<file path="src/rtl/vga_frame_monitor.sv">
// rtl/vga_frame_monitor.sv - VGA receive-side checker: sync timing, line count and lit pixels per frame
module vga_frame_monitor #(
   parameter int   CLKS_PER_PIX = 4,
   parameter int   H_ACTIVE     = 640,
   parameter int   H_BP         = 48,
   parameter int   H_SYNC       = 96,
   parameter int   H_TOTAL      = 800,
   parameter int   V_ACTIVE     = 480,
   parameter int   V_BP         = 33,
   parameter int   V_SYNC       = 2,
   parameter int   V_TOTAL      = 525,
   parameter logic SYNC_POL     = 1'b0,
   parameter int   HCNT_W       = 16
) (
   input  logic        clk,
   input  logic        rst,
   input  logic [4:0]  vgaRed,
   input  logic [5:0]  vgaGreen,
   input  logic [4:0]  vgaBlue,
   input  logic        hsync,
   input  logic        vsync,
   output logic        frame_done,
   output logic [18:0] lit_count,
   output logic [9:0]  line_count,
   output logic        hsync_err,
   output logic        vsync_err,
   output logic        locked
);

   typedef enum logic [1:0] {WAIT_VS = 2'd0, MEASURE = 2'd1, LOCKED = 2'd2} state_t;

   localparam int PIX_SH = $clog2(CLKS_PER_PIX);
   localparam logic [HCNT_W-1:0] H_PERIOD    = HCNT_W'(H_TOTAL * CLKS_PER_PIX);
   localparam logic [HCNT_W-1:0] H_SYNC_CLKS = HCNT_W'(H_SYNC * CLKS_PER_PIX);
   localparam logic [HCNT_W-1:0] H_START     = HCNT_W'((H_SYNC + H_BP) * CLKS_PER_PIX);
   localparam logic [HCNT_W-1:0] H_ACT_CLKS  = HCNT_W'(H_ACTIVE * CLKS_PER_PIX);
   localparam logic [HCNT_W-1:0] HCNT_MAX    = '1;
   localparam logic [PIX_SH-1:0] PIX_HALF    = PIX_SH'(CLKS_PER_PIX / 2);
   localparam logic [9:0]        V_SYNC_L    = 10'(V_SYNC);
   localparam logic [9:0]        V_START     = 10'(V_SYNC + V_BP);
   localparam logic [9:0]        V_END       = 10'(V_SYNC + V_BP + V_ACTIVE);
   localparam logic [9:0]        V_TOTAL_L   = 10'(V_TOTAL);

   state_t             state_q, state_d;
   logic               hs_q, hs_d, vs_q, vs_d;
   logic               hs_prev_q, hs_prev_d, vs_prev_q, vs_prev_d;
   logic [15:0]        rgb_q, rgb_d;
   logic               lit_q, lit_d;
   logic [HCNT_W-1:0]  hcnt_q, hcnt_d;
   logic [9:0]         vcnt_q, vcnt_d;
   logic               first_hs_q, first_hs_d;
   logic [9:0]         lines_q, lines_d;
   logic [18:0]        lit_run_q, lit_run_d;
   logic               herr_q, herr_d, verr_q, verr_d;
   logic               frame_done_q, frame_done_d;
   logic [18:0]        lit_count_q, lit_count_d;
   logic [9:0]         line_count_q, line_count_d;
   logic               hsync_err_q, hsync_err_d;
   logic               vsync_err_q, vsync_err_d;

   logic               hs_assert, hs_deassert, vs_assert, vs_deassert;
   logic               measuring, h_err_now, v_err_now, sample;
   logic [HCNT_W-1:0]  h_rel;
   logic [9:0]         lines_inc;
   logic [18:0]        lit_run_inc;
   logic               h_frame_err, v_frame_err;

   assign hs_assert   = (hs_q == SYNC_POL) && (hs_prev_q != SYNC_POL);
   assign hs_deassert = (hs_q != SYNC_POL) && (hs_prev_q == SYNC_POL);
   assign vs_assert   = (vs_q == SYNC_POL) && (vs_prev_q != SYNC_POL);
   assign vs_deassert = (vs_q != SYNC_POL) && (vs_prev_q == SYNC_POL);
   assign measuring   = (state_q != WAIT_VS);

   // lit_q lags rgb_q one clock so it lines up with hcnt_q pixel positions
   assign h_rel  = hcnt_q - H_START;
   assign sample = measuring && lit_q && (hcnt_q >= H_START) && (h_rel < H_ACT_CLKS)
                   && (h_rel[PIX_SH-1:0] == PIX_HALF)
                   && (vcnt_q >= V_START) && (vcnt_q < V_END);

   assign h_err_now = measuring &&
                      ((hs_assert && !first_hs_q && ((hcnt_q + 1'b1) != H_PERIOD)) ||
                       (hs_deassert && (hcnt_d != H_SYNC_CLKS)));
   assign v_err_now = measuring && vs_deassert && (vcnt_d != V_SYNC_L);

   assign lines_inc   = (hs_assert && lines_q != 10'h3ff) ? lines_q + 10'd1 : lines_q;
   assign lit_run_inc = lit_run_q + {18'd0, sample};
   assign h_frame_err = herr_q | h_err_now;
   assign v_frame_err = verr_q | v_err_now | (lines_inc != V_TOTAL_L);

   always_comb begin
      hs_d      = hsync;
      vs_d      = vsync;
      hs_prev_d = hs_q;
      vs_prev_d = vs_q;
      rgb_d     = {vgaRed, vgaGreen, vgaBlue};
      lit_d     = |rgb_q;

      if (hs_assert)
         hcnt_d = '0;
      else if (hcnt_q == HCNT_MAX)
         hcnt_d = hcnt_q;
      else
         hcnt_d = hcnt_q + 1'b1;

      if (vs_assert)
         vcnt_d = '0;
      else if (hs_assert && vcnt_q != 10'h3ff)
         vcnt_d = vcnt_q + 10'd1;
      else
         vcnt_d = vcnt_q;

      state_d      = state_q;
      first_hs_d   = hs_assert ? 1'b0 : first_hs_q;
      lines_d      = lines_inc;
      lit_run_d    = lit_run_inc;
      herr_d       = h_frame_err;
      verr_d       = verr_q | v_err_now;
      frame_done_d = 1'b0;
      lit_count_d  = lit_count_q;
      line_count_d = line_count_q;
      hsync_err_d  = hsync_err_q;
      vsync_err_d  = vsync_err_q;

      case (state_q)
         WAIT_VS: begin
            if (vs_assert) begin
               state_d    = MEASURE;
               first_hs_d = 1'b1;
               lines_d    = '0;
               lit_run_d  = '0;
               herr_d     = 1'b0;
               verr_d     = 1'b0;
            end
         end
         default: begin
            // hsync has gone missing long enough to saturate hcnt
            if (hcnt_q == HCNT_MAX) begin
               state_d     = WAIT_VS;
               hsync_err_d = 1'b1;
            end else if (vs_assert) begin
               frame_done_d = 1'b1;
               lit_count_d  = lit_run_inc;
               line_count_d = lines_inc;
               hsync_err_d  = h_frame_err;
               vsync_err_d  = v_frame_err;
               state_d      = (h_frame_err || v_frame_err) ? MEASURE : LOCKED;
               lines_d      = '0;
               lit_run_d    = '0;
               herr_d       = 1'b0;
               verr_d       = 1'b0;
            end
         end
      endcase
   end

   always_ff @(posedge clk or posedge rst) begin
      if (rst) begin
         state_q      <= WAIT_VS;
         hs_q         <= ~SYNC_POL;
         vs_q         <= ~SYNC_POL;
         hs_prev_q    <= ~SYNC_POL;
         vs_prev_q    <= ~SYNC_POL;
         rgb_q        <= '0;
         lit_q        <= 1'b0;
         hcnt_q       <= '0;
         vcnt_q       <= '0;
         first_hs_q   <= 1'b0;
         lines_q      <= '0;
         lit_run_q    <= '0;
         herr_q       <= 1'b0;
         verr_q       <= 1'b0;
         frame_done_q <= 1'b0;
         lit_count_q  <= '0;
         line_count_q <= '0;
         hsync_err_q  <= 1'b0;
         vsync_err_q  <= 1'b0;
      end else begin
         state_q      <= state_d;
         hs_q         <= hs_d;
         vs_q         <= vs_d;
         hs_prev_q    <= hs_prev_d;
         vs_prev_q    <= vs_prev_d;
         rgb_q        <= rgb_d;
         lit_q        <= lit_d;
         hcnt_q       <= hcnt_d;
         vcnt_q       <= vcnt_d;
         first_hs_q   <= first_hs_d;
         lines_q      <= lines_d;
         lit_run_q    <= lit_run_d;
         herr_q       <= herr_d;
         verr_q       <= verr_d;
         frame_done_q <= frame_done_d;
         lit_count_q  <= lit_count_d;
         line_count_q <= line_count_d;
         hsync_err_q  <= hsync_err_d;
         vsync_err_q  <= vsync_err_d;
      end
   end

   assign frame_done = frame_done_q;
   assign lit_count  = lit_count_q;
   assign line_count = line_count_q;
   assign hsync_err  = hsync_err_q;
   assign vsync_err  = vsync_err_q;
   assign locked     = (state_q == LOCKED);

endmodule

</file>
<file path="config.mk">
export PLATFORM = sky130hd
export DESIGN_NAME = vga_frame_monitor
export DESIGN_NICKNAME = d
export VERILOG_FILES = /design/src/rtl/vga_frame_monitor.sv
export SDC_FILE = /design/constraint.sdc
export NUM_CORES = 1
export LEC_CHECK = 0
export CORE_ASPECT_RATIO = 1.4
export CORE_MARGIN = 8
export CORE_UTILIZATION = 40
export DETAILED_ROUTE_END_ITERATION = 8
export PLACE_DENSITY = 0.69
export SETUP_SLACK_MARGIN = 0.3
export SLEW_MARGIN = 20
export SYNTH_ARGS = -nofsm -noshare
export SYNTH_HDL_FRONTEND = slang
export SYNTH_SLANG_ARGS = --single-unit
</file>
<file path="constraint.sdc">
create_clock -name clk -period 4.3 [get_ports clk]
set_clock_uncertainty 0.2 [all_clocks]
set_input_delay 0.86 -clock clk [delete_from_list [all_inputs] [get_ports clk]]
set_output_delay 0.86 -clock clk [all_outputs]
set_load 0.03 [all_outputs]
</file>
==> results of run 1 <==
## cells by family after synthesis
| kind of cell | after synthesis | share of synthesized area |
|---|---|---|
| fa+ha+maj | 7 | 0.0163 |
| mux | 7 | 0.0131 |
| compound gates | 91 | 0.108 |
| buf+inv | 39 | 0.0403 |
| xor+xnor | 37 | 0.0604 |
| flops | 113 | 0.528 |
| simple gates | 243 | 0.235 |
## layout by cell type, fill, tap and decap left out, types with 3 or more instances in the layout
cell / instances
a211oi_1: 4
nand4_1: 18
xor2_1: 19
nor3b_1: 3
nor3_1: 13
buf_4: 5
a41oi_1: 4
mux2i_1: 7
a21oi_1: 20
nand2b_1: 5
and3_1: 11
inv_1: 8
clkinvlp_4: 6
and4_1: 4
o211ai_1: 4
dfrtp_1: 109
a31oi_1: 6
clkdlybuf4s50_1: 52
nand3_1: 23
o21ai_0: 32
clkinv_4: 4
xnor2_1: 18
dfstp_2: 4
nand4b_1: 5
ha_1: 7
nand3b_1: 3
nand2_1: 66
and4_2: 3
and2_1: 4
nor2b_1: 4
clkbuf_16: 17
nor4_1: 11
nor2_1: 53
## routing by layer
layer  vias to the layer above  global-route usage
li1                       1996                   -
met4                         0              0.0732
met3                        22              0.0434
met5                         -                   0
met1                      2079               0.163
met2                        86               0.271
## worst max-delay path, cell delays in order (launching register included)
cell	delay, ns
dfrtp_1	0.44
ha_1	0.29
nor4_1	0.31
a41oi_1	0.18
nor3_1	0.26
ha_1	0.27
ha_1	0.21
nand3_1	0.17
nor3_1	0.30
and4_1	0.30
nand3_1	0.11
xor2_1	0.18
o21ai_0	0.10
## final timing paths
kind	startpoint	to	slack (ns)	depth (start not counted)
max reg2reg	vcnt_q[0]$_DFF_PP0_	lit_count[16]$_DFFE_PP0P_	0.81	12
min reg2reg	vs_prev_d$_DFF_PP1_	vs_prev_q$_DFF_PP1_	0.18	0
max	vcnt_q[0]$_DFF_PP0_	lit_count[16]$_DFFE_PP0P_	0.81	12
min	vs_prev_d$_DFF_PP1_	vs_prev_q$_DFF_PP1_	0.18	0
min in group asynchronous	rst	lit_count[9]$_DFFE_PP0P_	0.66	2
max in group asynchronous	rst	hs_prev_q$_DFF_PP1_	2.38	3
## flip-flops by register name (all words and copies together) (netlist names), 2 cells and up
| name | flops |
|---|---|
| hcnt_q | 16 |
| line_count | 10 |
| lines_q | 10 |
| lit_count | 19 |
| lit_run_q | 19 |
| rgb_q | 16 |
| state_q | 2 |
| vcnt_q | 10 |
## power groups by stage
stage / sequential (mW) / clock, mW / combinational, mW
6_report: 1.18 / 1.36 / 0.268
5_1_grt: 1.19 / 1.43 / 0.302
4_1_cts: 1.18 / 1.39 / 0.272
3_5_place_dp: 1.20 / 0 / 0.271
3_3_place_gp: 1.19 / 0 / 0.265
2_1_floorplan: 1.20 / 0 / 0.175
## synth_stat cells, types with 4 or more instances
master,n
dfrtp_1,109
nand2_1,66
nor2_1,53
o21ai_0,32
nand3_1,24
a21oi_1,21
xor2_1,19
nand4_1,18
xnor2_1,18
clkbuf_1,16
nor3_1,13
and3_1,11
nor4_1,11
inv_1,9
ha_1,7
mux2i_1,7
a31oi_1,6
nand2b_1,5
nand4b_1,5
a211oi_1,4
a41oi_1,4
and2_1,4
and4_1,4
buf_4,4
buf_6,4
dfstp_2,4
nor2b_1,4
o211ai_1,4
## cell type report
class                      count  area, µm²  share of cell area
clock buffer                  19        443              0.0673
sequential                   113       2830               0.430
multi-input combinational    385       2330               0.354
inverter                       9       37.5             0.00570
timing repair buffer          58        578              0.0878
clock inverter                12        138              0.0209
tap                          182        228              0.0346
## stage by stage
step / setup WS [ns] / area [µm²]
2_1_floorplan: 1.32 / 5370
3_3_place_gp: 0.881 / 6000
3_5_place_dp: 0.817 / 6000
4_1_cts: 0.808 / 6590
5_1_grt: 0.440 / 6590
6_report: 0.814 / 6590
==> run_results.csv, run 1 <==
group,metric,value,unit
critical_path,start_kind,"register",
layout,area.growth.synth_to_final,22.7,%
power,power_density,427,mW/mm²
die,num_io_pins,53,
global_routing,track_usage,0.153,
layout,drive_above_1_share,0.102,
die,die-area,0.0174,mm²
route,wl_met3,525,µm
synthesis,synth.area.top_cells,"dfrtp_1 (51%), nand2_1 (4.6%), nor2_1 (3.7%), xor2_1 (3.1%), o21ai_0 (3.0%)",
die,die_x,114,µm
status,status,"completed",
clock_network,cts-root-buf,"clkbuf_16",
layout,final_nets,611,
power,netSwitchingPower,0.719,mW
power,leakagePower,2.78,nW
synthesis,synth.cell_area,0.00537,mm²
global_routing,grt_pass1_vias,4491,
critical_path,criticalPathCategory,"register to register",
power,switching_share,0.256,
synthesis,synth_top_area_frac,0.508,
global_routing,grt_max_degree,59,
route,drt_iter0_markers,337,
synthesis,ys_warn_count,0,
die,die_y,153,µm
synthesis,synth_area_leader_cell,"dfrtp_1",
critical_path,critical_path_required,4.34,ns
synthesis,async_flop_share,1.00,
clock_network,clock_sinks,113,
power,seqPwrFrac,0.420,
timing,finalMaxSlewViolations,0,
timing,fmax,287,MHz
layout,final_cells,778,
placement,gp_congestion,0.909,
worst_hold_path,hp-class,"register to register",
synthesis,ys_seq_area_frac,0.528,
clock_network,ctsResizeCount,0,
power,power,2.81,mW
clock_network,htreeDepth,4,
layout,n_antenna_cell,0,
clock_network,cts_tree,"done",
timing,maxSlewHeadroom,0.277,
route,wl_met1,5080,µm
route,wl_per_cell,16.2,µm
placement,dp.cells,747,
timing,worst_pin_slew,1.08,ns
timing,min_period_over_period,0.811,
clock_network,clk_pin_slew_worst_paths,0.06,ns
timing,rsz0062_at_grt,"false",
clock_network,cts_buffers,17,
power,p_int,2.09,mW
route,drc,0,
die,initial_core_util,0.405,
route,wirelength,12600,µm
route,detail_route.first_pass.iterations,4,
placement,dp_hpwl,8800,µm
synthesis,synth-main-ff-cell,"dfrtp_1",
layout,final_util,0.497,
critical_path,end_kind,"register",
timing,hold_violations,0,
layout,fillerInstances,1250,
die,core,0.0133,mm²
synthesis,synth_edf_count,0,
route,antenna_left,0,
clock_network,cts_setup_buffers,0,
synthesis,ys_ff_latch,113,
critical_path,cp.arrival,3.53,ns
route,wl_met2,6730,µm
power,clkPwrFrac,0.484,
timing,finalSetupViolCount,0,
timing,holdWs,0.181,ns
critical_path,cp_max_fo,7,
route,vias,4183,
synthesis,synthCells,537,
synthesis,synth_fp_nets,564,
global_routing,grt_antenna_before_repair,0,
synthesis,syn_avg_cell_area,10.0,µm²
placement,io_buffers,52,
global_routing,globalRouteOverflowTotal,0,
clock_network,clockBufferDepth,2,
route,highest_layer,"met4",
die,row_count,50,
global_routing,grt_pass1_wl,21700,µm
power,peakVddDrop,0.294,mV
timing,period_needed,3.49,ns
flow_run,max_cap_violations,0,
route,avgViaCountPerCell,5.38,
clock_network,clkLatencyLatePin,0.40,ns
synthesis,synth_cell_types,63,
timing,tns,0,ns
power,combinationalPowerShare,0.095,
clock_network,ctsHoldBuffers,0,
Note: power is estimated with default switching activity, not from simulation.
==> run 2: changes to the inputs <==
Clock period 4.3 ns to 3.5 ns, I/O delays scaled along.
==> run 2 against run 1 <==
  * Design area grew 3.6%
  * First-iteration DRC count grew 3.0%
  * Total power grew 24%
  * Clock power grew 21%
==> run_results.csv, run 2 (synthesized netlist as in run 1, its figures left out) <==
group,metric,value,unit
status,status,"completed",
clock_network,clkLatencyLatePin,0.41,ns
power,power,3.48,mW
clock_network,clock_sinks,113,
placement,dp.cells,756,
power,switching_share,0.271,
layout,ff_latch_area,0.00284,mm²
layout,final_cell_mix,"dfrtp_1 (104), nand2_1 (66), nor2_1 (53), clkdlybuf4s50_1 (52), o21ai_0 (32)",
critical_path,critical_path_required,3.58,ns
route,drc,0,
global_routing,grt_pass1_wl,21500,µm
die,core,0.0133,mm²
power,leakagePower,2.90,nW
power,power_density,510,mW/mm²
route,detail_route.first_pass.iterations,5,
route,antenna_left,0,
layout,final_common_cell,"dfrtp_1",
placement,dp_hpwl,8940,µm
power,peakVddDrop,0.394,mV
clock_network,cts-root-buf,"clkbuf_16",
critical_path,worstPathCellList,"ha_2 -> nand3_1 -> or2_4 -> nor3_1 -> a211oi_2 -> or4_1 -> o31a_1 -> nor4_2 -> o211ai_1",
layout,drive_above_1_share,0.160,
placement,postPlaceCellArea,0.00608,mm²
power,seqPwrFrac,0.419,
clock_network,clk_pin_slew_worst_paths,0.06,ns
placement,gp_congestion,0.917,
clock_network,cts_buffers,17,
route,vias,4317,
power,netSwitchingPower,0.942,mW
die,die_y,153,µm
die,row_count,50,
layout,final_cells,795,
timing,rsz0062_at_grt,"true",
route,wl_per_cell,16.5,µm
clock_network,ctsHoldBuffers,0,
die,die_x,114,µm
critical_path,end_kind,"register",
global_routing,grt_antenna_before_repair,0,
critical_path,cp_max_fo,9,
critical_path,cp.arrival,3.18,ns
layout,final_nets,627,
power,combinationalPowerShare,0.107,
critical_path,slowest_delay,0.56,ns
timing,finalSetupViolCount,0,
critical_path,criticalPathCategory,"register to register",
layout,final_util,0.514,
layout,fillerInstances,1171,
critical_path,slowest_stage,"or4_1",
placement,io_buffers,52,
global_routing,grt_max_degree,71,
clock_network,htreeDepth,4,
route,drt_iter0_markers,347,
global_routing,grt_pass1_vias,4345,
layout,area.growth.synth_to_final,27.0,%
power,p_int,2.54,mW
die,initial_core_util,0.405,
clock_network,cts_tree,"done",
global_routing,globalRouteOverflowTotal,0,
flow_run,max_cap_violations,0,
worst_hold_path,hp-class,"register to register",
layout,final_area,0.00682,mm²
timing,worst_pin_slew,0.655,ns
layout,multiInputGateArea,0.00243,mm²
layout,n_antenna_cell,0,
global_routing,track_usage,0.155,
timing,min_period_over_period,0.885,
clock_network,clockBufferDepth,2,
die,num_io_pins,53,
timing,fmax,323,MHz
timing,tns,0,ns
route,wirelength,13100,µm
route,avgViaCountPerCell,5.43,
timing,finalMaxSlewViolations,0,
timing,period_needed,3.10,ns
timing,maxSlewHeadroom,0.562,
critical_path,start_kind,"register",
timing,hold_violations,0,
power,clkPwrFrac,0.474,
die,die-area,0.0174,mm²
-- run 2: layout make-up --
cell class,count,share of cell area
clock buffer,18,0.0644
sequential,113,0.416
inverter,9,0.00550
multi-input combinational,385,0.357
timing repair buffer,74,0.104
clock inverter,14,0.0194
tap,182,0.0334
-- run 2: routing by layer --
layer  GRT usage  wire, µm  part of all wire  vias up
met1       0.169      5220              0.40     2087
met5           0         0                 0        -
met2       0.262      6820              0.52      162
met4      0.0777       394             0.030        0
li1            -         -                 -     2032
met3      0.0497       717             0.055       36
-- run 2: metrics by stage --
| step | hold slack, ns | setup WS, ns |
|---|---|---|
| after floorplan | 0.166 | 0.520 |
| after detailed placement | 0.175 | 0.0939 |
| after global routing | 0.184 | 0.236 |
| after global placement | 0.175 | 0.173 |
| final | 0.182 | 0.403 |
| after CTS | 0.181 | 0.312 |
-- run 2: final timing paths --
| kind | start | to | slack, ns | cells after the start |
|---|---|---|---|---|
| max | hcnt_q[1]$_DFF_PP0_ | state_q[0]$_DFFE_PP0P_ | 0.40 | 9 |
| min | vs_prev_d$_DFF_PP1_ | vs_prev_q$_DFF_PP1_ | 0.18 | 0 |
| max reg2reg | hcnt_q[1]$_DFF_PP0_ | state_q[0]$_DFFE_PP0P_ | 0.40 | 9 |
| min reg2reg | vs_prev_d$_DFF_PP1_ | vs_prev_q$_DFF_PP1_ | 0.18 | 0 |
| max in group asynchronous | rst | hs_prev_q$_DFF_PP1_ | 1.93 | 3 |
| min in group asynchronous | rst | lit_count[10]$_DFFE_PP0P_ | 0.45 | 2 |
-- run 2: power groups by stage --
| stage | clock network (mW) | registers, mW | logic, mW |
|---|---|---|---|
| floorplan | 0 | 1.48 | 0.215 |
| global placement | 0 | 1.47 | 0.331 |
| detailed placement | 0 | 1.47 | 0.341 |
| CTS | 1.67 | 1.45 | 0.345 |
| global route | 1.73 | 1.47 | 0.414 |
| finish | 1.65 | 1.46 | 0.373 |
-- run 2: worst max-delay path: cells and delay by family (launching register included) --
kind            cells  cell delay (ns)
flops               1             0.44
fa+ha+maj           1             0.26
compound gates      3             0.53
simple gates        5             1.53
-- run 2: repair_timing --
item	4_1_cts	5_1_grt
pin swaps	1	8
resized for setup	5	20
endpoints found under the setup margin	10	21
cloned	0	0
setup buffers	0	7
